==> src/rtl/mod_updown_counter.sv <==
// Loadable up/down counter with a programmable modulus.
// It can either wrap or saturate at the ends of its range.
// Its terminal-count output (tc) can drive the enable of the next counter in a chain.
// q drives the binary-to-BCD display path directly.
module mod_updown_counter #(
  parameter int WIDTH    = 8,
  parameter int MODULUS  = 256,
  parameter bit SATURATE = 1'b0
) (
  input  logic             clk,
  input  logic             rst_n,
  input  logic             load_n,
  input  logic             en,
  input  logic             up,
  input  logic [WIDTH-1:0] d,
  output logic [WIDTH-1:0] q,
  output logic             tc,
  output logic             wrap,
  output logic             sat
);

  // Largest legal count. MODULUS <= 2**WIDTH, so this value always fits in WIDTH bits.
  localparam logic [WIDTH-1:0] MAX_VAL = WIDTH'(MODULUS - 1);
  localparam logic [WIDTH-1:0] ONE     = WIDTH'(1);

  logic [WIDTH-1:0] count_q, count_d;
  logic             wrap_q, wrap_d;
  logic             sat_q, sat_d;
  logic             at_max, at_min;

  // The range-end tests look at the current count before any increment.
  // Because of this, the WIDTH-bit arithmetic never overflows visibly.
  assign at_max = (count_q == MAX_VAL);
  assign at_min = (count_q == '0);

  // Next-state logic. Priority order is load, then count, then hold.
  always_comb begin
    count_d = count_q;
    wrap_d  = 1'b0;
    if (!load_n) begin
      count_d = (d > MAX_VAL) ? MAX_VAL : d;
    end else if (en) begin
      if (up) begin
        if (!at_max) begin
          count_d = count_q + ONE;
        end else if (!SATURATE) begin
          count_d = '0;
          wrap_d  = 1'b1;
        end
      end else begin
        if (!at_min) begin
          count_d = count_q - ONE;
        end else if (!SATURATE) begin
          count_d = MAX_VAL;
          wrap_d  = 1'b1;
        end
      end
    end
    // sat is based on the new count, so it rises in the same cycle q reaches a range end.
    sat_d = SATURATE & ((count_d == MAX_VAL) | (count_d == '0));
  end

  // State registers. They clear asynchronously on reset.
  always_ff @(posedge clk or negedge rst_n) begin
    if (!rst_n) begin
      count_q <= '0;
      wrap_q  <= 1'b0;
      sat_q   <= 1'b0;
    end else begin
      count_q <= count_d;
      wrap_q  <= wrap_d;
      sat_q   <= sat_d;
    end
  end

  assign q    = count_q;
  assign wrap = wrap_q;
  assign sat  = sat_q;
  // tc is combinational so that the next stage in a chain advances on the same edge.
  assign tc   = en & load_n & (up ? at_max : at_min);

endmodule

==> config.mk <==
export PLATFORM = sky130hd
export DESIGN_NAME = mod_updown_counter
export DESIGN_NICKNAME = d
export VERILOG_FILES = /design/src/rtl/mod_updown_counter.sv
export SDC_FILE = /design/constraint.sdc
export NUM_CORES = 1
export LEC_CHECK = 0
export CAP_MARGIN = 20
export CORE_MARGIN = 3
export CORE_UTILIZATION = 47
export DETAILED_ROUTE_END_ITERATION = 7
export GPL_ROUTABILITY_DRIVEN = 0
export GPL_TIMING_DRIVEN = 0
export MAX_ROUTING_LAYER = met4
export PLACE_DENSITY_LB_ADDON = 0.12
export SYNTH_ARGS = -nofsm -noshare
export SYNTH_HDL_FRONTEND = slang
export SYNTH_SLANG_ARGS = --single-unit
==> constraint.sdc <==
create_clock -name clk -period 2.5 [get_ports clk]
set_input_delay 0.375 -clock clk [delete_from_list [all_inputs] [get_ports clk]]
set_output_delay 0.375 -clock clk [all_outputs]
set_load 0.01 [all_outputs]
Yosys cells after proc, flatten, opt, wreduce, memory -nomap -nowiden:

Index checks and enable logic that the tools add are counted.

* add/subtract/negate cells: 2
* divide/modulo/power cells: 0
* mux-type cells: 12
* magnitude comparators: 1
* shift-type cells: 0
* $mul: 0
* bitwise logic cells: 2
* reduce and logical (&&, ||, !) cells: 1
* equal/unequal tests: 2

Operators by type and width (count)
* $mux 8: 6
* $add 8x1->8 const B: 1
* $eq 8x8->1 const B: 1
* $gt 8x8->1 const B: 1
* $logic_not 8->1: 1
* $sub 8x1->8 const B: 1
* $mux 1: 6
* $and 1x1->1: 2
* $ne 2x1->1 const B: 1

* latch bits: 0
* word-level logic and storage cells: 22
* output and inout port bits: 11
* memories kept: 0
* register bits: 9
* memory bits (read-only): 0
* memory bits (writable): 0

Logic depth before layout (Yosys ltp):

* word-level depth: 5
* depth in mapped cells: 7
* gate-level depth less buffers: 6

Worst setup path after synthesis:

No wires, ideal clock.

* path type: register to output
* from: register count_q[0], in the netlist q[0]
* to: output tc
* slack: 0.376 ns
* stages on the path, launching flop included: 8
* path buffers: 1
* data required time: 2.125 ns
* arrival time: 1.749 ns
* path through: dfrtp_1 clkbuf_2 inv_1 ha_1 or3b_2 nor3_2 a31oi_1 nor2_1

* word-level cells in the longest chain between the ends: 3
* elaborated cells between the ends (all ways): 4
* those cells by class: eq/ne: 1; mux: 1; bitwise: 1; reduce/logical: 1

Ends and longest elaborated chain
* from (decl): line 26 `logic [WIDTH-1:0] count_q, count_d;`
* from (signal assigned): line 70 `count_q <= count_d;`
* $eq 8x8->1 / $logic_not 8->1 (equally long branches): line 33, 34
* $mux 1 (*): line 80 `assign tc = en & load_n & (up ? at_max : at_min);`
* $and 1x1->1 (*): line 80
* to (decl): line 17 `output logic tc,`

Every way passes the cells marked *; elsewhere a longest branch is shown, timed or not.

Final worst setup path:

* from: register count_q[4], in the netlist q[4]
* to: output tc

Same word-level chain as after synthesis.

==> metrics.md <==
| Metric | Value |
|---|---|
| Outcome | `finished, final reports clean` |
| Crit end category | `output port` |
| Fin nets | `164` |
| Drt drc | `0` |
| Startpoint types | `flip-flop` |
| Fraction of layout cells with a size suffix above 1 | `between 10% and 20%` |
| Main synth FF type | `dfrtp_1` |
| VDD IR max | `between 0.3 and 0.4 mV` |
| Overall Power | `556.5 µW` |
| Vias in the first global route | `approximately 910` |
| CTS tree | `built` |
| Post-Syn Area | `882.1 µm²` |
| Fin crit share | `between 90% and 100%` |
| RSZ-0062 raised after global routing | `no` |
| Pin count of the biggest net entering global routing | `11` |
| Max Clk Rate | `between 400 and 500 MHz` |
| Critical Path Max Stage Delay | `between 0.6 and 0.7 ns` |
| Synth area leader | `dfrtp_1` |
| Area growth from synthesis to layout | `36.17%` |
| Io pins | `24` |
| Crit Path Category | `flip-flop to output port` |
| Die height | `approximately 49 µm` |
| Area share of the largest cell type after synthesis | `about a quarter` |
| Final setup TNS | `0 ns` |
| Tot GR Track Use | `between 20% and 30%` |
| # fillers | `158` |
| Ant. Diodes | `0` |
| R2R setup slack | `0.66 ns` |
| Top-count cell post-synth | `nor2_1` |
| Core ar. | `~1700 µm²` |
| WP data arrival | `roughly 1.9 ns` |
| Sink Count | `9` |
| CTS buffer count | `3` |
| Via count | `just over 1,000` |
| Synthesis Warnings | `0` |
| Pwr dens | `~460 nW/µm²` |
| Placed insts | `164` |
| Initial antenna violation count | `0` |
| Final hold vios | `0` |
| Post-route minimum period | `roughly 2.3 ns` |
| Skew-Pair Late Insertion Delay | `0.27 ns` |
| First-pass GRT wire length | `around 4.1 mm` |
| Die area | `roughly 2400 µm²` |
| IO buf count | `22` |
| Row count | `15` |
| Maximum buffer depth of the clock tree | `2` |
| Number of H-tree levels | `1` |
| Most frequent cells after synthesis | `12 x nor2_1, 9 x dfrtp_1, 9 x inv_1` |
| Dpl hpwl | `~1.7 mm` |
| Post-synth cell types | `between 40 and 50` |
| Die W | `roughly 50 µm` |
| Non-filler cells, final | `between 150 and 200` |
| Post-synth EDFFs | `0` |
| Root Buffer | `clkbuf_4` |
| Initial Util | `slightly above 50%` |
| Cells after synthesis | `between 100 and 150` |
| Top cells by area, synth | `dfrtp_1 26%, nor2_1 5.1%, a31oi_1 5.0%` |
| Post-Syn Nets | `approximately 130` |
| Max_cap viols | `0` |
| Worst Hold Class | `input pin to asynchronous set/reset pin` |
| Final Cell Area | `about 1200 µm²` |
| Drt first pass iters | `4` |
| Post-DR vias/cell | `slightly below 6` |
| Crit-path cells | `or4_4 -> nor3_4 -> a31oi_1 -> nor2_1 -> clkbuf_2` |
| Mean Syn Cell Area | `approximately 7.5 µm²` |
| Total wire length | `2.474 mm` |
| Post-synth ARST share | `100.0%` |
| DP Area | `between 1000 and 1500 µm²` |
| Final ANT Viol Nets | `0` |
| Worst-path clk slew | `around 0.07 ns` |
| Crit path required time | `2.12 ns` |
| Static leakage | `between 0.0004 and 0.0005 µW` |
| Post-synthesis sequential area ratio | `25.53%` |
| CP Max Fanout | `9` |
| Grt total ovfl | `0` |
| Max-slew violation count | `0` |
| Slowest cell on the critical path | `or4_4` |
| Drt wl/cell | `14.38 µm` |
| 1st-iter DRT viols | `39` |
| Synthesized flop and latch total | `9` |
| Clk_skew | `between 0.005 and 0.006 ns` |
| Final setup vio count | `0` |
==> kinds of logic (layout without fill, tap and decap cells) <==
family                   Yosys count  after routing  share of synthesized area [%]
AND/OR/NAND/NOR                   44             44                          28.08
other                              1              1                         0.4251
flip-flops                         9              9                          25.53
XOR/XNOR                           3              3                          2.979
AO/OA/AOI/OAI                     36             36                          26.67
adder cells (fa/ha/maj)            3              3                          4.256
buffers and inverters             19             49                          9.644
multiplexers                       2              2                          2.411
==> where the power goes <==
group | switching (µW) | internal (µW) | total [µW]
registers | 25.2 | 162 | 187
logic | 122 | 123 | 245
clock network | 62.5 | 61.9 | 124
total | 210 | 347 | 557
==> cell type report <==
class	count	area (µm²)	share of cell area [%]
Clock buffer	4	26.28	2.188
Sequential cell	9	227.7	18.96
Multi-Input combinational cell	89	583.1	48.54
Tap cell	25	31.28	2.604
Timing Repair Buffer	27	252.7	21.04
Buffer	9	46.29	3.854
Inverter	9	33.78	2.813
==> state kept, by name (all words and copies together), names as in the netlist <==
| signal | count |
|---|---|
| q | 8 |
| wrap | 1 |
==> stage by stage <==
| stage | util [%] | hold slack, ns | worst slack, ns |
|---|---|---|---|
| 2_1_floorplan | - | 0.07941 | 0.3757 |
| 4_1_cts | 67.03 | 0.4313 | 0.06154 |
| 5_1_grt | 68.82 | 0.4378 | 0.07584 |
| 6_report | 68.82 | 0.4200 | 0.2095 |
| 3_3_place_gp | 64.95 | 0.6935 | -0.1915 |
| 3_5_place_dp | 64.95 | 0.7004 | -0.2025 |
==> layout by cell type, fill, tap and decap left out, types with 2 or more instances in the layout <==
cell type / netlist / routed
a21oi_1: 6 / 6
a31oi_1: 7 / 7
and3_1: 3 / 3
buf_4: 3 / 8
clkbuf_1: 5 / 6
clkbuf_4: 0 / 3
clkdlybuf4s50_1: 0 / 21
dfrtp_1: 9 / 7
dfrtp_2: 0 / 2
ha_1: 3 / 2
inv_1: 9 / 9
nand2_1: 4 / 4
nand2b_1: 2 / 2
nand3_1: 5 / 5
nand4_1: 2 / 2
nor2_1: 12 / 12
nor3_1: 5 / 5
nor3b_1: 2 / 2
o21a_1: 2 / 2
o21ai_0: 6 / 6
o22ai_1: 3 / 3
o31ai_1: 2 / 2
o41ai_1: 2 / 2
xnor2_1: 2 / 2
==> critical path, delay by kind of cell (launching register included) <==
kind / cells / cell delay, ns
simple gates: 3 / 0.95
flops: 1 / 0.47
buf+inv: 1 / 0.14
compound gates: 1 / 0.08
==> repair_timing <==
action                     in CTS  in global routing
pin swaps                       1                  0
hold endpoints to repair        0                  0
gates resized for setup         3                  5
buffers inserted                1                  4
hold buffers                    0                  0
setup endpoints to repair       1                  1
==> final timing paths <==
path | end | startpoint | cells after the start
max | tc | q[4]$_DFFE_PN0P_ | 5
min | q[2]$_DFFE_PN0P_ | rst_n | 1
max reg2reg | q[5]$_DFFE_PN0P_ | q[1]$_DFFE_PN0P_ | 6
min reg2reg | q[1]$_DFFE_PN0P_ | q[1]$_DFFE_PN0P_ | 2
max in group asynchronous | q[1]$_DFFE_PN0P_ | rst_n | 1
min in group clk | q[2]$_DFFE_PN0P_ | d[2] | 3
==> layer usage <==
| metal | vias up | GRT usage, % | wire [µm] |
|---|---|---|---|
| met5 | - | - | 0 |
| met4 | 0 | 10.90 | 46 |
| met3 | 5 | 3.976 | 261 |
| met2 | 51 | 35.49 | 1144 |
| met1 | 461 | 28.17 | 1021 |
| li1 | 489 | - | - |
(Power assumes the default switching activity.)
